===== src/rtl/sub_pkg.sv =====
// Shared constants for the bit-serial subtractor: FSM state encoding and default width.
package sub_pkg;

  localparam logic ST_IDLE = 1'b0;
  localparam logic ST_RUN  = 1'b1;

  localparam int unsigned DEFAULT_WIDTH = 8;

  typedef enum logic {
    StIdle = ST_IDLE,
    StRun  = ST_RUN
  } state_e;

endpackage


===== src/rtl/serial_subtractor_if.sv =====
// Handshake and data bundle for serial_subtractor; the requester uses master, the subtractor slave.
interface serial_subtractor_if #(
  parameter int unsigned WIDTH = sub_pkg::DEFAULT_WIDTH
);

  logic             start;
  logic [WIDTH-1:0] operand_1;
  logic [WIDTH-1:0] operand_2;
  logic             busy;
  logic             done;
  logic [WIDTH-1:0] result;
  logic             bo;

  modport master (
    output start,
    output operand_1,
    output operand_2,
    input  busy,
    input  done,
    input  result,
    input  bo
  );

  modport slave (
    input  start,
    input  operand_1,
    input  operand_2,
    output busy,
    output done,
    output result,
    output bo
  );

endinterface


===== src/rtl/full_subtractor_1b.sv =====
// One-bit full subtractor cell: d = a - b - bin, bout set when the bit borrows.
module full_subtractor_1b (
  input  logic a,
  input  logic b,
  input  logic bin,
  output logic d,
  output logic bout
);

  assign d    = a ^ b ^ bin;
  assign bout = (~a & b) | (~(a ^ b) & bin);

endmodule


===== src/rtl/serial_subtractor.sv =====
// Bit-serial WIDTH-bit subtractor, LSB first, one bit per clock with start/busy/done handshake.
// Define SERIAL_SUBTRACTOR_SATURATE_EN to clamp a borrowing result to zero.
module serial_subtractor
  import sub_pkg::*;
#(
  parameter int unsigned WIDTH = DEFAULT_WIDTH
) (
  input logic                clk,
  input logic                rst_n,
  serial_subtractor_if.slave bus
);

  localparam int unsigned CNT_W = $clog2(WIDTH) + 1;
  localparam logic [CNT_W-1:0] LastBit = CNT_W'(WIDTH - 1);

  state_e           state_q;
  logic [WIDTH-1:0] a_q;
  logic [WIDTH-1:0] b_q;
  // Holds the WIDTH-1 low difference bits; the MSB joins them on the final step.
  logic [WIDTH-2:0] diff_q;
  logic             br_q;
  logic [CNT_W-1:0] cnt_q;
  logic             busy_q;
  logic             done_q;
  logic [WIDTH-1:0] result_q;
  logic             bo_q;

  logic             bit_d;
  logic             bit_bout;
  logic [WIDTH-1:0] diff_full;
  logic [WIDTH-1:0] final_result;

  full_subtractor_1b u_cell (
    .a    (a_q[0]),
    .b    (b_q[0]),
    .bin  (br_q),
    .d    (bit_d),
    .bout (bit_bout)
  );

  assign diff_full = {bit_d, diff_q};

`ifdef SERIAL_SUBTRACTOR_SATURATE_EN
  assign final_result = bit_bout ? '0 : diff_full;
`else
  assign final_result = diff_full;
`endif

  always_ff @(posedge clk or negedge rst_n) begin
    if (!rst_n) begin
      state_q  <= StIdle;
      a_q      <= '0;
      b_q      <= '0;
      diff_q   <= '0;
      br_q     <= 1'b0;
      cnt_q    <= '0;
      busy_q   <= 1'b0;
      done_q   <= 1'b0;
      result_q <= '0;
      bo_q     <= 1'b0;
    end else begin
      done_q <= 1'b0;
      case (state_q)
        StIdle: begin
          if (bus.start) begin
            a_q     <= bus.operand_1;
            b_q     <= bus.operand_2;
            diff_q  <= '0;
            br_q    <= 1'b0;
            cnt_q   <= '0;
            busy_q  <= 1'b1;
            state_q <= StRun;
          end
        end
        StRun: begin
          a_q    <= a_q >> 1;
          b_q    <= b_q >> 1;
          diff_q <= diff_full[WIDTH-1:1];
          br_q   <= bit_bout;
          cnt_q  <= cnt_q + CNT_W'(1);
          if (cnt_q == LastBit) begin
            result_q <= final_result;
            bo_q     <= bit_bout;
            done_q   <= 1'b1;
            busy_q   <= 1'b0;
            state_q  <= StIdle;
          end
        end
        default: state_q <= StIdle;
      endcase
    end
  end

  assign bus.busy   = busy_q;
  assign bus.done   = done_q;
  assign bus.result = result_q;
  assign bus.bo     = bo_q;

endmodule

===== src/flat_wrapper.sv =====
// flat-port wrapper written by rule: the top's interface ports become plain ports
module serial_subtractor_flat import sub_pkg::*;
#(
  parameter int unsigned WIDTH = DEFAULT_WIDTH
)
  (clk, rst_n, bus_start, bus_operand_1, bus_operand_2, bus_busy, bus_done, bus_result, bus_bo);
  serial_subtractor_if #(.WIDTH(WIDTH)) bus_i ();
  input logic clk;
  input logic rst_n;
  input wire logic [$bits(bus_i.start)-1:0] bus_start;
  input wire logic [$bits(bus_i.operand_1)-1:0] bus_operand_1;
  input wire logic [$bits(bus_i.operand_2)-1:0] bus_operand_2;
  output wire logic [$bits(bus_i.busy)-1:0] bus_busy;
  output wire logic [$bits(bus_i.done)-1:0] bus_done;
  output wire logic [$bits(bus_i.result)-1:0] bus_result;
  output wire logic [$bits(bus_i.bo)-1:0] bus_bo;
  assign bus_i.start = bus_start;
  assign bus_i.operand_1 = bus_operand_1;
  assign bus_i.operand_2 = bus_operand_2;
  assign bus_busy = bus_i.busy;
  assign bus_done = bus_i.done;
  assign bus_result = bus_i.result;
  assign bus_bo = bus_i.bo;
  serial_subtractor #(.WIDTH(WIDTH)) u_core (.clk(clk), .rst_n(rst_n), .bus(bus_i));
endmodule

===== config.mk =====
export PLATFORM = sky130hd
export DESIGN_NAME = serial_subtractor_flat
export DESIGN_NICKNAME = d
export VERILOG_FILES = /design/src/rtl/sub_pkg.sv /design/src/rtl/serial_subtractor_if.sv /design/src/rtl/full_subtractor_1b.sv /design/src/rtl/serial_subtractor.sv /design/src/flat_wrapper.sv
export SDC_FILE = /design/constraint.sdc
export NUM_CORES = 1
export LEC_CHECK = 0
export CAP_MARGIN = 20
export CORE_ASPECT_RATIO = 1.2
export CORE_MARGIN = 2
export CORE_UTILIZATION = 45
export CTS_CLUSTER_SIZE = 40
export DETAILED_ROUTE_END_ITERATION = 10
export PLACE_DENSITY = 0.73
export SKIP_LAST_GASP = 1
export SLEW_MARGIN = 30
export SYNTH_ARGS = -nofsm -noshare
export SYNTH_HDL_FRONTEND = slang
export SYNTH_SLANG_ARGS = --single-unit

===== constraint.sdc =====
create_clock -name clk -period 1.4 [get_ports clk]
set_input_delay 0.42 -clock clk [delete_from_list [all_inputs] [get_ports clk]]
set_output_delay 0.42 -clock clk [all_outputs]
set_load 0.01 [all_outputs]

Yosys cells after proc, flatten, opt, wreduce, memory -nomap -nowiden
Index checks and enable logic that the tools add are counted.
Widths: inputs -> output; s select.
- bitwise gates (word level): 8
- reductions and logical operators: 2
- eq/ne operators: 3
- add/subtract/negate cells: 1
- multiplexer cells: 18
- operators with widths (cell ; number):
    $pmux 8 s2 ; 2
    $mux 8 ; 2
    $pmux 7 s2 ; 1
    $pmux 4 s2 ; 1
    $mux 1 ; 7
    $mux 7 ; 1
    $pmux 1 s2 ; 3
    $add 4x1->4 const B ; 1
    $eq 4x3->1 const B ; 1
    $mux 4 ; 1
    $ne 2x2->1 const B ; 2
    $reduce_and 2->1 ; 2
    $not 1->1 ; 3
    $and 1x1->1 ; 2
    $xor 1x1->1 ; 2
    $or 1x1->1 ; 1
- output and inout bits: 11
- input port bits: 19
- bits in registers: 40

Depth between registers and ports, before layout
Gate-level depths: netlist (run 1).
- depth after elaboration: 5
- depth in mapped cells: 5

Modules after synthesis
Synthesis (run 1) repeated with hierarchy kept, for this count alone.
- cells, all modules: 146
- area, all modules: 1712.9 sq um
- by module, submodules not included (module ; seq. area each (sq um) ; area an instance (sq um) ; cells each ; times used):
    serial_subtractor ; 1001.0 ; 1681.6 ; 142 ; 1
    full_subtractor_1b ; 0.0 ; 31.3 ; 4 ; 1

Worst setup path after synthesis (run 1)
OpenSTA, ideal clock, no wires.
- kind: register to register
- from: register u_core.cnt_q[0]
- to: register u_core.result_q[0], in the netlist u_core.bus.result[0]
- path buffers: 1
- data required time: 1275 ps
- clock period less this slack: 1308 ps
- arrival: 1183 ps
- cell stages (with the launch flop): 5
- path slack: 92 ps
- path through: dfrtp_1 > ha_1 > nand4b_2 > buf_6 > mux2_4
- cells in the longest elaborated chain, start to end: 2
- RTL lines (element ; RTL line ; text):
    start: declaration ; serial_subtractor.sv:22 ; logic [CNT_W-1:0] cnt_q;
    start signal: assignment ; serial_subtractor.sv:80 ; cnt_q <= cnt_q + CNT_W'(1);
    $eq 4x3->1 ; serial_subtractor.sv:81 ; if (cnt_q == LastBit) begin
    $reduce_and 2->1 (no source line) ; n/a ;
    end signal: assignment ; serial_subtractor.sv:82 ; result_q <= final_result;
    end: declaration ; serial_subtractor.sv:25 ; logic [WIDTH-1:0] result_q;
Every way passes these cells.
A chain may end at the register's enable or synchronous reset.

Final worst setup path (run 1)
- from: register u_core.result_q[6], in the netlist u_core.bus.result[6]
- to: output port bus_result[6]
- RTL lines (element ; RTL line ; text):
    end: declaration ; flat_wrapper.sv:15 ; output wire logic [$bits(bus_i.result)-1:0] bus_result;
No word-level cell between the ends.

==> results of run 1 <==
[worst max path at each step]
stage                         start                   end  slack (ps)  cells past startpoint
6_report       u_core.bus.result[6]         bus_result[6]          30                      1
4_1_cts             u_core.bus.busy              bus_busy           5                      1
2_1_floorplan       u_core.cnt_q[0]  u_core.bus.result[0]          90                      4
3_3_place_gp              bus_start       u_core.cnt_q[1]        -170                      4
3_5_place_dp              bus_start       u_core.cnt_q[3]        -220                      5
5_1_grt        u_core.bus.result[6]         bus_result[6]          -9                      1
[registers in the layout, summed over array words and instances (netlist names)]
signal and flops:
u_core.bus.busy 1, u_core.b_q 8, u_core.bus.done 1, u_core.diff_q 7, u_core.bus.result 8, u_core.br_q 1, u_core.a_q 8, u_core.cnt_q 4
u_core.state_q 1, u_core.bus.bo 1
[layer usage]
layer,global-route usage,up-vias
li1,-,562
met1,0.183,565
met2,0.260,35
met3,0.0505,5
met4,0.0642,0
met5,0,-
[power by group]
group / total, mW / internal (mW) / switching (mW) / leakage, nW
clock: 0.990 / 0.583 / 0.407 / 0.0614
sequential: 1.95 / 1.63 / 0.318 / 0.514
combinational: 1.60 / 0.892 / 0.707 / 0.495
[stage by stage]
step,setup TNS [ps],total power [mW],setup slack (ps)
3_5_place_dp,-4230,3.58,-216
5_1_grt,-8.91,4.87,-8.91
3_3_place_gp,-3320,3.49,-167
6_report,0,4.54,27.3
2_1_floorplan,0,2.93,91.8
4_1_cts,0,4.48,4.63
[layout by cell type (no fill, tap or decap), types with 2 or more instances in the layout]
| cell | synthesis | layout |
|---|---|---|
| clkdlybuf4s50_1 | 0 | 17 |
| dfrtp_1 | 40 | 40 |
| inv_1 | 4 | 4 |
| buf_12 | 0 | 4 |
| mux2_4 | 7 | 7 |
| clkbuf_8 | 0 | 6 |
| dlygate4sd2_1 | 0 | 2 |
| nor2_1 | 4 | 4 |
| mux2i_1 | 16 | 16 |
| nand2_1 | 28 | 28 |
| o21ai_0 | 24 | 24 |
| buf_4 | 3 | 6 |
| a22o_1 | 4 | 4 |
| clkdlybuf4s15_1 | 0 | 9 |
[layout make-up]
class,instances,area [um2],share of cell area
Sequential cell,40,1000,0.445
Clock inverter,2,38.8,0.0173
Multi-Input combinational cell,92,638,0.284
Tap cell,52,65.1,0.0289
Clock buffer,6,82.6,0.0367
Timing Repair Buffer,39,408,0.181
Inverter,4,15.0,0.00668
[repair_timing]
item | in CTS | in global routing
hold buffers | 0 | 0
resized for setup | 11 | 10
buffers inserted | 0 | 4
endpoints found under the setup margin | 11 | 13
[logic make-up (layout without fill, tap and decap cells)]
logic type | after synthesis | after routing | share of synthesized area
adders and majority gates | 2 | 2 | 0.0191
AOI/OAI and AO/OA | 29 | 29 | 0.0939
xor gates and xnor gates | 2 | 2 | 0.0103
and+or+nand+nor | 35 | 35 | 0.0858
buffers and inverters | 13 | 51 | 0.0418
muxes | 24 | 24 | 0.162
DFF | 40 | 40 | 0.587
[cells in the mapped netlist]
library cell	instances
inv_1	4
buf_6	1
a21oi_1	1
nand3_1	1
buf_2	3
clkbuf_1	2
buf_4	3
a22o_1	4
fa_1	1
nor2_1	4
nand4b_2	1
nor2_2	1
xnor2_1	1
mux2_2	1
mux2i_1	16
o21ai_0	24
ha_1	1
dfrtp_1	40
nand2_1	28
mux2_4	7
xor2_1	1
==> results by stage, run 1 <==
Timing:
- In the finished design, the share of the clock period the worst path needs comes to 0.980.
- For the pin with the worst max-slew slack, the measured transition is 223 ps.
- The final setup skew is 6.00 ps.
- Setup repair after global routing could not meet its margin everywhere.
- The count of endpoints failing hold in the final timing report is 0.
- Setup violations remaining at the end of the flow were counted as 0.
- Static timing analysis puts the maximum clock frequency at 728 MHz.
- The worst pin sits at a relative slew slack of 0.851.
- The total count of max-transition violations in the final report came to 0.
- Hold timing on the final database bottoms out at a slack of 81.6 ps.
- The post-layout minimum cycle time is 1370 ps.

Finish:
- The final net count is 203.
- From synthesis to final layout, the design area changed by 31.8%.
- Excluding fillers, the count of instances in the completed layout stands at 235.
- The ratio of cells with drive above 1 in the final layout is 0.158.
- Counting the fill cells in the layout gives 300.
- The final instance area is 2250 um2.
- The antenna diode count is 0.
- At the end of the flow the core is filled with cells to 0.619.

CTS:
- The TritonCTS buffer count is 5.
- After clock tree synthesis, the clock-pin slew on the worst setup and hold paths is 80 ps.
- The clock root buffer is clkbuf_8.
- The tree built by TritonCTS fans out to 40 sinks.
- The clock passes through at most 2 buffers.
- CTS built an H-tree with a depth of 2.
- The clock insertion delay at the later pin of the skew report is 290 ps.
- The clock tree from TritonCTS is yes.

Setup path:
- STA classifies the critical path startpoint as a flip-flop.
- The library cell contributing the largest single delay on the critical path is dfrtp_1.
- The largest incremental delay on the critical path is 380 ps.
- The register-to-register setup slack is 40 ps.
- The number of cells on the worst reg-to-reg path is 4.
- The category of the critical setup timing path is reg -> out.
- The family with the most delay on the worst path is flip-flops.
- At the worst endpoint, the arrival time is 950 ps.
- The signal on the critical path passes through dlygate4sd2_1.
- In this run the critical register-to-register path is captured at u_core.bus.result[7].
- The required time of the critical path is 980 ps.
- Of all nets on the critical path, the largest fanout is 2.
- The reg-to-reg critical path startpoint is u_core.cnt_q[0].
- The critical path endpoint category is an output pin.
- Together, buffers and inverters on the worst path number 1.

Yosys:
- The yosys synthesis warning count is 0.
- By area the synthesized netlist is led by dfrtp_1 59%, mux2i_1 9.4%, o21ai_0 7.0%, mux2_4 6.2%, nand2_1 6.2%.
- Synthesis inferred 40 register bits.
- The synthesized area divided by synthesized cell count is 11.8 um2.
- The library cell with the largest summed area after synthesis is dfrtp_1.
- The number of distinct library cell variants in the gate-level netlist after synthesis is 21.
- The share of synthesized area in the top cell type comes to 0.587.
- The number of nets produced by synthesis is 166.
- The number of instances in the synthesized netlist is 145.
- The part of the Yosys area used for sequential elements is 0.587.
- The post-synthesis instance area is 1710 um2.

Global route:
- The wire length of the first global-routing pass is 5020 um.
- The overall overflow remaining after global route is 0.
- The number of antenna violations at the first check in global routing is 0.
- Across every metal layer, demand over resource in global routing totals 0.156.
- The number of global-route vias before repair came to 1174.
- The largest net degree at the start of global routing is 42.

Routing:
- The routed wire length is 2960 um.
- The sum of met3 wire segment lengths after detailed routing is 164 um.
- After detailed routing, the number of remaining DRC violations is 0.
- The DRC marker count from the first detailed-route iteration is 39.
- In this run the remaining antenna-violating nets after routing total 0.
- The detailed router put a total of 1380 um of wire on met1.
- The routed design uses 1370 um of met2 wire.
- The uppermost layer routed is met4.
- Dividing the detail-routed via count by the number of cells gives 4.97.
- The first detailed-routing pass took 4 iterations.
- The number of vias in the routed layout is 1167.
- In the final routed layout, each cell accounts on average for 12.6 um.

Place:
- The instance area at placement is 2090 um2.
- During placement, the flow inserted port buffers numbering 29.
- Once detailed placement completed, the half-perimeter wirelength came to 2020 um.
- In this run, placement finished with an instance count of 223.
- At the end of routability-driven placement, the weighted congestion stood at 0.696.

Pwr:
- The maximum resistive drop on vdd is 957 uV.
- Power spread over the standard cell area amounts to 2020 nW/um2.
- The static leakage is 1.07 nW.

Floorplan:
- 30 I/O pins were placed.
- The x dimension of the die is 60.2 um.
- The effective utilization at floorplan is 0.469.
- The die covers 4300 um2.
- The die is 71.4 um tall.
- After floorplanning, the core was divided into 24 placement rows.
- The core box area is 3630 um2.

Job:
- Max-cap violations in this run came to 0.

Worst hold path:
- The type of the most critical hold path is in -> async.

Run status:
- The flow ran to the end, and the final reports show no timing, DRC or antenna violations.
Power figures use the tool's default switching activity.
==> run 2: changes to the inputs <==
- CAP_MARGIN: 20 -> default
- SLEW_MARGIN: 30 -> 15
==> results of run 2 <==
Same layout as run 1: the final DEF is identical, and so are final timing and power.
==> run 3: changes to the inputs <==
- CORE_UTILIZATION: 45 -> 33
- PLACE_DENSITY: 0.73 -> default
- SYNTH_HIERARCHICAL: default -> 1
==> results by stage, run 3 <==
Run status:
- The flow ran to the end, and the final reports show no timing, DRC or antenna violations.

Yosys:
- The post-synthesis instance area was 1710 um2 (+0.44%).
- By area the synthesized netlist is led by dfrtp_1 58%, mux2i_1 9.9%, o21ai_0 6.4%, mux2_2 5.9%, nand2_1 4.8%.
- The share of Yosys cell area claimed by the top area cell type came to 0.584 (-0.00257).
- Of all cell types, the one taking the most synthesized area is dfrtp_1.
- The part of the Yosys area used for sequential elements is 0.584 (-0.00257).
- The fraction of registers with async set or reset after synthesis is 1.00 (unchanged).
- The synthesized area divided by synthesized cell count came to 11.7 um2 (-0.25%).
- The number of flops mapped to enable cells by yosys is 0 (unchanged).
- The number of nets produced by synthesis is 167 (+0.60%).
- For this run, the leading register cell type out of synthesis is dfrtp_1.
- The number of distinct library cell variants in the gate-level netlist after synthesis was 18 (-14%).
- By count the netlist is led by 40 x dfrtp_1, 22 x nand2_1, 22 x o21ai_0.
- The most instantiated library cell after synthesis is dfrtp_1.
- The yosys synthesis warning count is 6 (+6).
- The flip-flop and latch count after synthesis is 40 (unchanged).
- The number of instances in the synthesized netlist was 146 (+0.69%).

Finish:
- The core utilization of the finished layout came to 0.439 (-0.179).
- The library cell used most frequently in the layout, excluding fill and tap cells, is dfrtp_1.
- The area growth from synthesis to layout is 27.6%.
- The post-layout instance count excluding filler cells is 242 (+3.0%).
- The antenna diode count came to 0 (unchanged).
- The final net count is 202 (-0.49%).
- Leaving out fill and tap cells, the most frequent cells in the layout are 40 x dfrtp_1, 22 x nand2_1, 22 x o21ai_0.
- The count of filler cells inserted in the layout was 482 (+61%).
- The total area of multi-input combinational cells is 654 um2 (+2.5%).
- The ratio of cells with drive above 1 in the final layout is 0.137 (-0.0211).
- The area taken by flip-flops and latches is 1000 um2 (unchanged).

Timing:
- The pin slew with the least headroom to its limit is 276 ps (+52.8 ps).
- The count of endpoints failing hold in the final timing report is 0 (unchanged).
- Setup repair after global routing could not meet its margin everywhere.
- The final setup violation count is 0 (unchanged).
- The worst max-slew margin expressed relative to the limit is 0.816 (-0.0350).
- The post-layout minimum cycle time was 1360 ps (-10.2 ps).
- The total count of max-transition violations in the final report was 0 (unchanged).
- The share of the clock period used by the worst path after layout is 0.973 (-0.00725).
- The final hold slack came to 81.4 ps (-0.149 ps).
- The final setup skew came to 3.03 ps (-2.97 ps).
- The setup slack after layout is 37.5 ps (+10.2 ps).
- The highest clock rate is 734 MHz (+0.74%).

Setup path:
- The endpoint identified for the worst register-to-register timing path is u_core/bus.bo.
- The library cell contributing the largest single delay on the critical path is dfrtp_1.
- The largest incremental delay on the critical path is 370 ps (about the same).
- The critical path data arrival time is 940 ps (about the same).
- The number of buffer and inverter stages on the critical path came to 1 (unchanged).
- The worst register-to-register path begins at u_core/cnt_q[0].
- The register-to-register setup slack was 100 ps (+60 ps).
- The worst setup path is launched from a flip-flop.
- Among cell families on the critical path, the largest total delay comes from flip-flops.
- The critical path goes through dlygate4sd2_1.
- The required time of the critical path was 980 ps (about the same).
- The critical path endpoint category is an output pin.
- The category of the critical setup timing path is reg -> out.
- The biggest fanout along the worst timing path is 2 (unchanged).
- The worst reg-to-reg path cell count is 3 (-1).

CTS:
- The clock slew at the register clock pins of the worst setup and hold paths was 70 ps (about the same).
- The clock insertion delay at the later pin of the skew report is 290 ps (about the same).
- The maximum clock path buffer count is 2 (unchanged).
- The H-tree level count is 2 (unchanged).
- The TritonCTS buffer count came to 5 (unchanged).
- The clock tree from TritonCTS is yes.
- The number of clock sinks seen by CTS is 40 (unchanged).
- The clock root buffer is clkbuf_8.

Worst hold path:
- The path class of the tightest hold or removal check is in -> async.

Floorplan:
- The number of standard-cell rows in the floorplan is 28 (+17%).
- The die area is 5790 um2 (+35%).
- The overall die height is 82.9 um (+16%).
- The x dimension of the die is 69.8 um (+16%).
- The effective utilization at floorplan is 0.344 (-0.125).
- The core box area is 4970 um2 (+37%).
- The count of boundary I/O pins is 30 (unchanged).

Routing:
- The number of vias in the routed layout is 1148 (-1.6%).
- The number of remaining DRC errors is 0 (unchanged).
- The number of iterations in the first detailed-routing pass is 4 (unchanged).
- The detailed-route vias per instance is 4.74 (-4.5%).
- The post-detailed-route count of antenna-violating nets was 0 (unchanged).
- The DRC marker count from the first detailed-route iteration is 25 (-36%).
- The routed wirelength normalized by instance count is 12.5 um (-0.23%).
- The routed wire length is 3040 um (+2.7%).

Pwr:
- The power per cell area is 1940 nW/um2 (-4.1%).
- The total power after layout was 4.23 mW (-6.7%).
- The maximum resistive drop on vdd is 707 uV (-26%).
- The static leakage is 1.02 nW (-4.3%).

Job:
- The max-capacitance violation count was 0 (unchanged).

Place:
- The final weighted congestion of routability-driven global placement was 0.727 (+4.5%).
- The total half-perimeter wirelength after legalization and detailed placement was 2160 um (+6.9%).
- The total placed cells including tap cells is 234 (+4.9%).
- The pre-CTS setup slack is -239 ps (-23.3 ps).
- The number of buffer cells added on primary ports was 29 (unchanged).

Global route:
- The largest net degree at the start of global routing came to 41 (-2.4%).
- The overall overflow remaining after global route is 0 (unchanged).
- The wire length of the first global-routing pass is 5310 um (+5.9%).
- The number of antenna violations at the first check in global routing came to 0 (unchanged).
- The number of global-route vias before repair is 1213 (+3.3%).
- The total global routing track utilization came to 0.116 (-0.0407).
==> run 3: changes by cell type after synthesis, moves of 2 or more <==
cell      delta
mux2_4       -7
nand2b_1     +8
o21ai_0      -2
buf_2        +3
nand2_1      -6
clkbuf_1     -2
mux2_2       +8
==> run 3: metrics by stage <==
step	area [um2]	TNS (ps)
4_1_cts	2170	-3.30
2_1_floorplan	1710	0
6_report	2190	0
5_1_grt	2190	-22.2
3_5_place_dp	2090	-3610
3_3_place_gp	2090	-2650
==> run 3: final cells by class <==
class,count,area share
Tap cell,60,0.0343
Inverter,4,0.00687
Multi-Input combinational cell,94,0.299
Timing Repair Buffer,36,0.160
Sequential cell,40,0.458
Clock buffer,8,0.0412
==> run 3: worst max path at each step <==
stage,from,to,slack (ps),depth (start not counted)
6_report,u_core/bus.result[0],bus_result[0],40,1
5_1_grt,u_core/cnt_q[0],u_core/bus.result[7],-10,3
4_1_cts,u_core/bus.busy,bus_busy,-3,1
3_5_place_dp,bus_start,u_core/a_q[5],-240,4
3_3_place_gp,bus_start,u_core/a_q[5],-160,4
2_1_floorplan,u_core/cnt_q[0],u_core/bus.bo,130,3
==> run 3: what timing repair did <==
| item | in CTS | in global routing |
|---|---|---|
| setup endpoints to repair | 11 | 19 |
| hold buffers | 0 | 0 |
| buffers inserted | 0 | 0 |
| gates resized for setup | 11 | 10 |
==> run 3: logic make-up (layout without fill, tap and decap cells) <==
| group | Yosys count | after routing | share of synthesized area |
|---|---|---|---|
| and+or+nand+nor | 37 | 37 | 0.105 |
| DFF | 40 | 40 | 0.584 |
| buffers and inverters | 12 | 48 | 0.0351 |
| AOI/OAI and AO/OA | 27 | 27 | 0.0877 |
| xor gates and xnor gates | 2 | 2 | 0.0102 |
| muxes | 26 | 26 | 0.159 |
| adders and majority gates | 2 | 2 | 0.0190 |
==> run 3: worst reg2reg max path, delay by kind of cell (launching register included) <==
kind | cells | cell delay (ps)
flops | 1 | 410
fa+ha+maj | 1 | 230
simple gates | 1 | 190
mux | 1 | 360
==> run 3: power breakdown <==
part	switching, mW	total [mW]	internal, mW
clock network	0.371	0.773	0.402
registers	0.319	1.97	1.65
logic	0.704	1.49	0.787
total	1.39	4.23	2.84
==> run 3: metal layers <==
layer	track usage	vias to the layer above	share of wire
met1	0.129	556	0.43
met2	0.197	24	0.50
met5	0	-	0
met3	0.0352	5	0.045
met4	0.0577	0	0.021
li1	-	563	-
==> RTL change, RTL diff (settings of run 3) <==
Change the package constant `DEFAULT_WIDTH` from 8 to 4.
--- a/src/rtl/sub_pkg.sv
+++ b/src/rtl/sub_pkg.sv
@@ -4,7 +4,7 @@
   localparam logic ST_IDLE = 1'b0;
   localparam logic ST_RUN  = 1'b1;
 
-  localparam int unsigned DEFAULT_WIDTH = 8;
+  localparam int unsigned DEFAULT_WIDTH = 4;
 
   typedef enum logic {
     StIdle = ST_IDLE,
Ports: changed (resized bus_operand_1, bus_operand_2 and bus_result); port bits go from 30 to 18. No check against the original RTL was run, so the function may have changed too.
==> RTL change against run 3 <==
Synthesized area is 41% lower; setup slack worse by 13 ps; critical path type unchanged; clock skew is 0.57 ps higher; wire length is 46% lower; combinational power is 29% lower; power is 43% lower; die area is 39% lower; via count is 42% lower; largest power group unchanged; cell area is 41% lower; sequential cell count is 17 lower; register-to-register slack worse by 30 ps; sequential share of layout area is 1.5 points lower.
==> RTL change: results (changes against run 3) <==
final_layout:
  drive_gt1_frac: 0.257  # +0.120
  fin_nets: 121  # -40%
clocking:
  cts_buffer_depth: 2  # unchanged
  clk_pin_slew_worst_paths_ps: 120  # +50 ps
  cts_resized: 13  # +2
  cts_buffers: 3  # -2
  h-tree-depth: 1  # -1
  cts-root-buf: "clkbuf_4"
logic_synthesis:
  synth.mux.area_fraction: 0.163  # +0.00405
  ys_top_cells_by_area: "dfrtp_1 57%, mux2i_1 8.9%, mux2_4 7.4%"
  synth_adder_area_share: 0.0567  # +0.0377
  syn-mean-instance-area_sq_um: 13.0  # +11%
  synth_compound_area_frac: 0.0911  # +0.00348
  syn_nets: 93  # -44%
  yosysSeqAreaShare: 0.567  # -0.0179
  ys_top_cells_by_count: "23 x dfrtp_1, 9 x mux2i_1, 6 x inv_1, 6 x nand2_1, 6 x o21ai_1"
  synth_xor_area_frac: 0  # -0.0102
global_route:
  use_met1: 0.140  # +0.0106
  grt_util_met3: 0.0484  # +0.0132
  grt_pass1_wl_um: 2920  # -45%
  grt_max_degree: 26  # -37%
  grt.met2_usage: 0.180  # -0.0173
detailed_routing:
  dr_wl_met3_um: 108  # -21%
  wl_met1_um: 699  # -46%
  via_count: 665  # -42%
  routed_wl_um: 1660  # -46%
  drtPass1Iterations: 2  # -2
  wl_per_cell_um: 11.7  # -6.5%
  wl_met2_um: 835  # -45%
critical_path:
  slowest_delay_ps: 420  # +50 ps
  critPathMaxFanout: 3  # +1
  ff2ff_path_depth: 4  # +1
sta:
  worst_pin_slew_ps: 242  # -33.3 ps
  worst_clock_skew_ps: 3.60  # +0.567 ps
pwr:
  internal_power_w: 0.00166  # -41%
  p_leak_nw: 0.645  # -37%
  pwr-share-seq: 0.445  # -0.020
  combPwrFrac: 0.435  # +0.083
  ir_drop_uv: 856  # +21%
place:
  gp_congestion: 0.679  # -6.6%
  port_buffers: 17  # -41%
  dpl_cell_area_sq_um: 1250  # -40%
  dp.cells: 131  # -44%
  place_ws_ps: -99.4  # +139 ps
run_status:
  status: "completed"
-- RTL change: cell type report --
class                      count  area [sq um]
sequential                    23           576
fill                         291          1700
tap                           36          45.0
inverter                       6          22.5
timing repair buffer          27           245
multi-input combinational     45           384
clock buffer                   4          26.3
-- RTL change: kinds of logic after synthesis --
| kind of cell | count (synthesis) |
|---|---|
| AO/OA/AOI/OAI | 14 |
| flip-flops | 23 |
| adder cells (fa/ha/maj) | 4 |
| buffers and inverters | 10 |
| AND/OR/NAND/NOR | 13 |
| multiplexers | 14 |
-- RTL change: path summary, 6_finish.rpt --
kind	from	endpoint	slack (ps)
max reg2reg	u_core/cnt_q[0]	u_core/bus.result[2]	70
min in group clk	u_core/b_q[2]	u_core/b_q[1]	510
max	u_core/bus.busy	bus_busy	20
min reg2reg	u_core/b_q[2]	u_core/b_q[1]	510
min	rst_n	u_core/cnt_q[2]	450
max in group asynchronous	rst_n	u_core/bus.result[3]	810
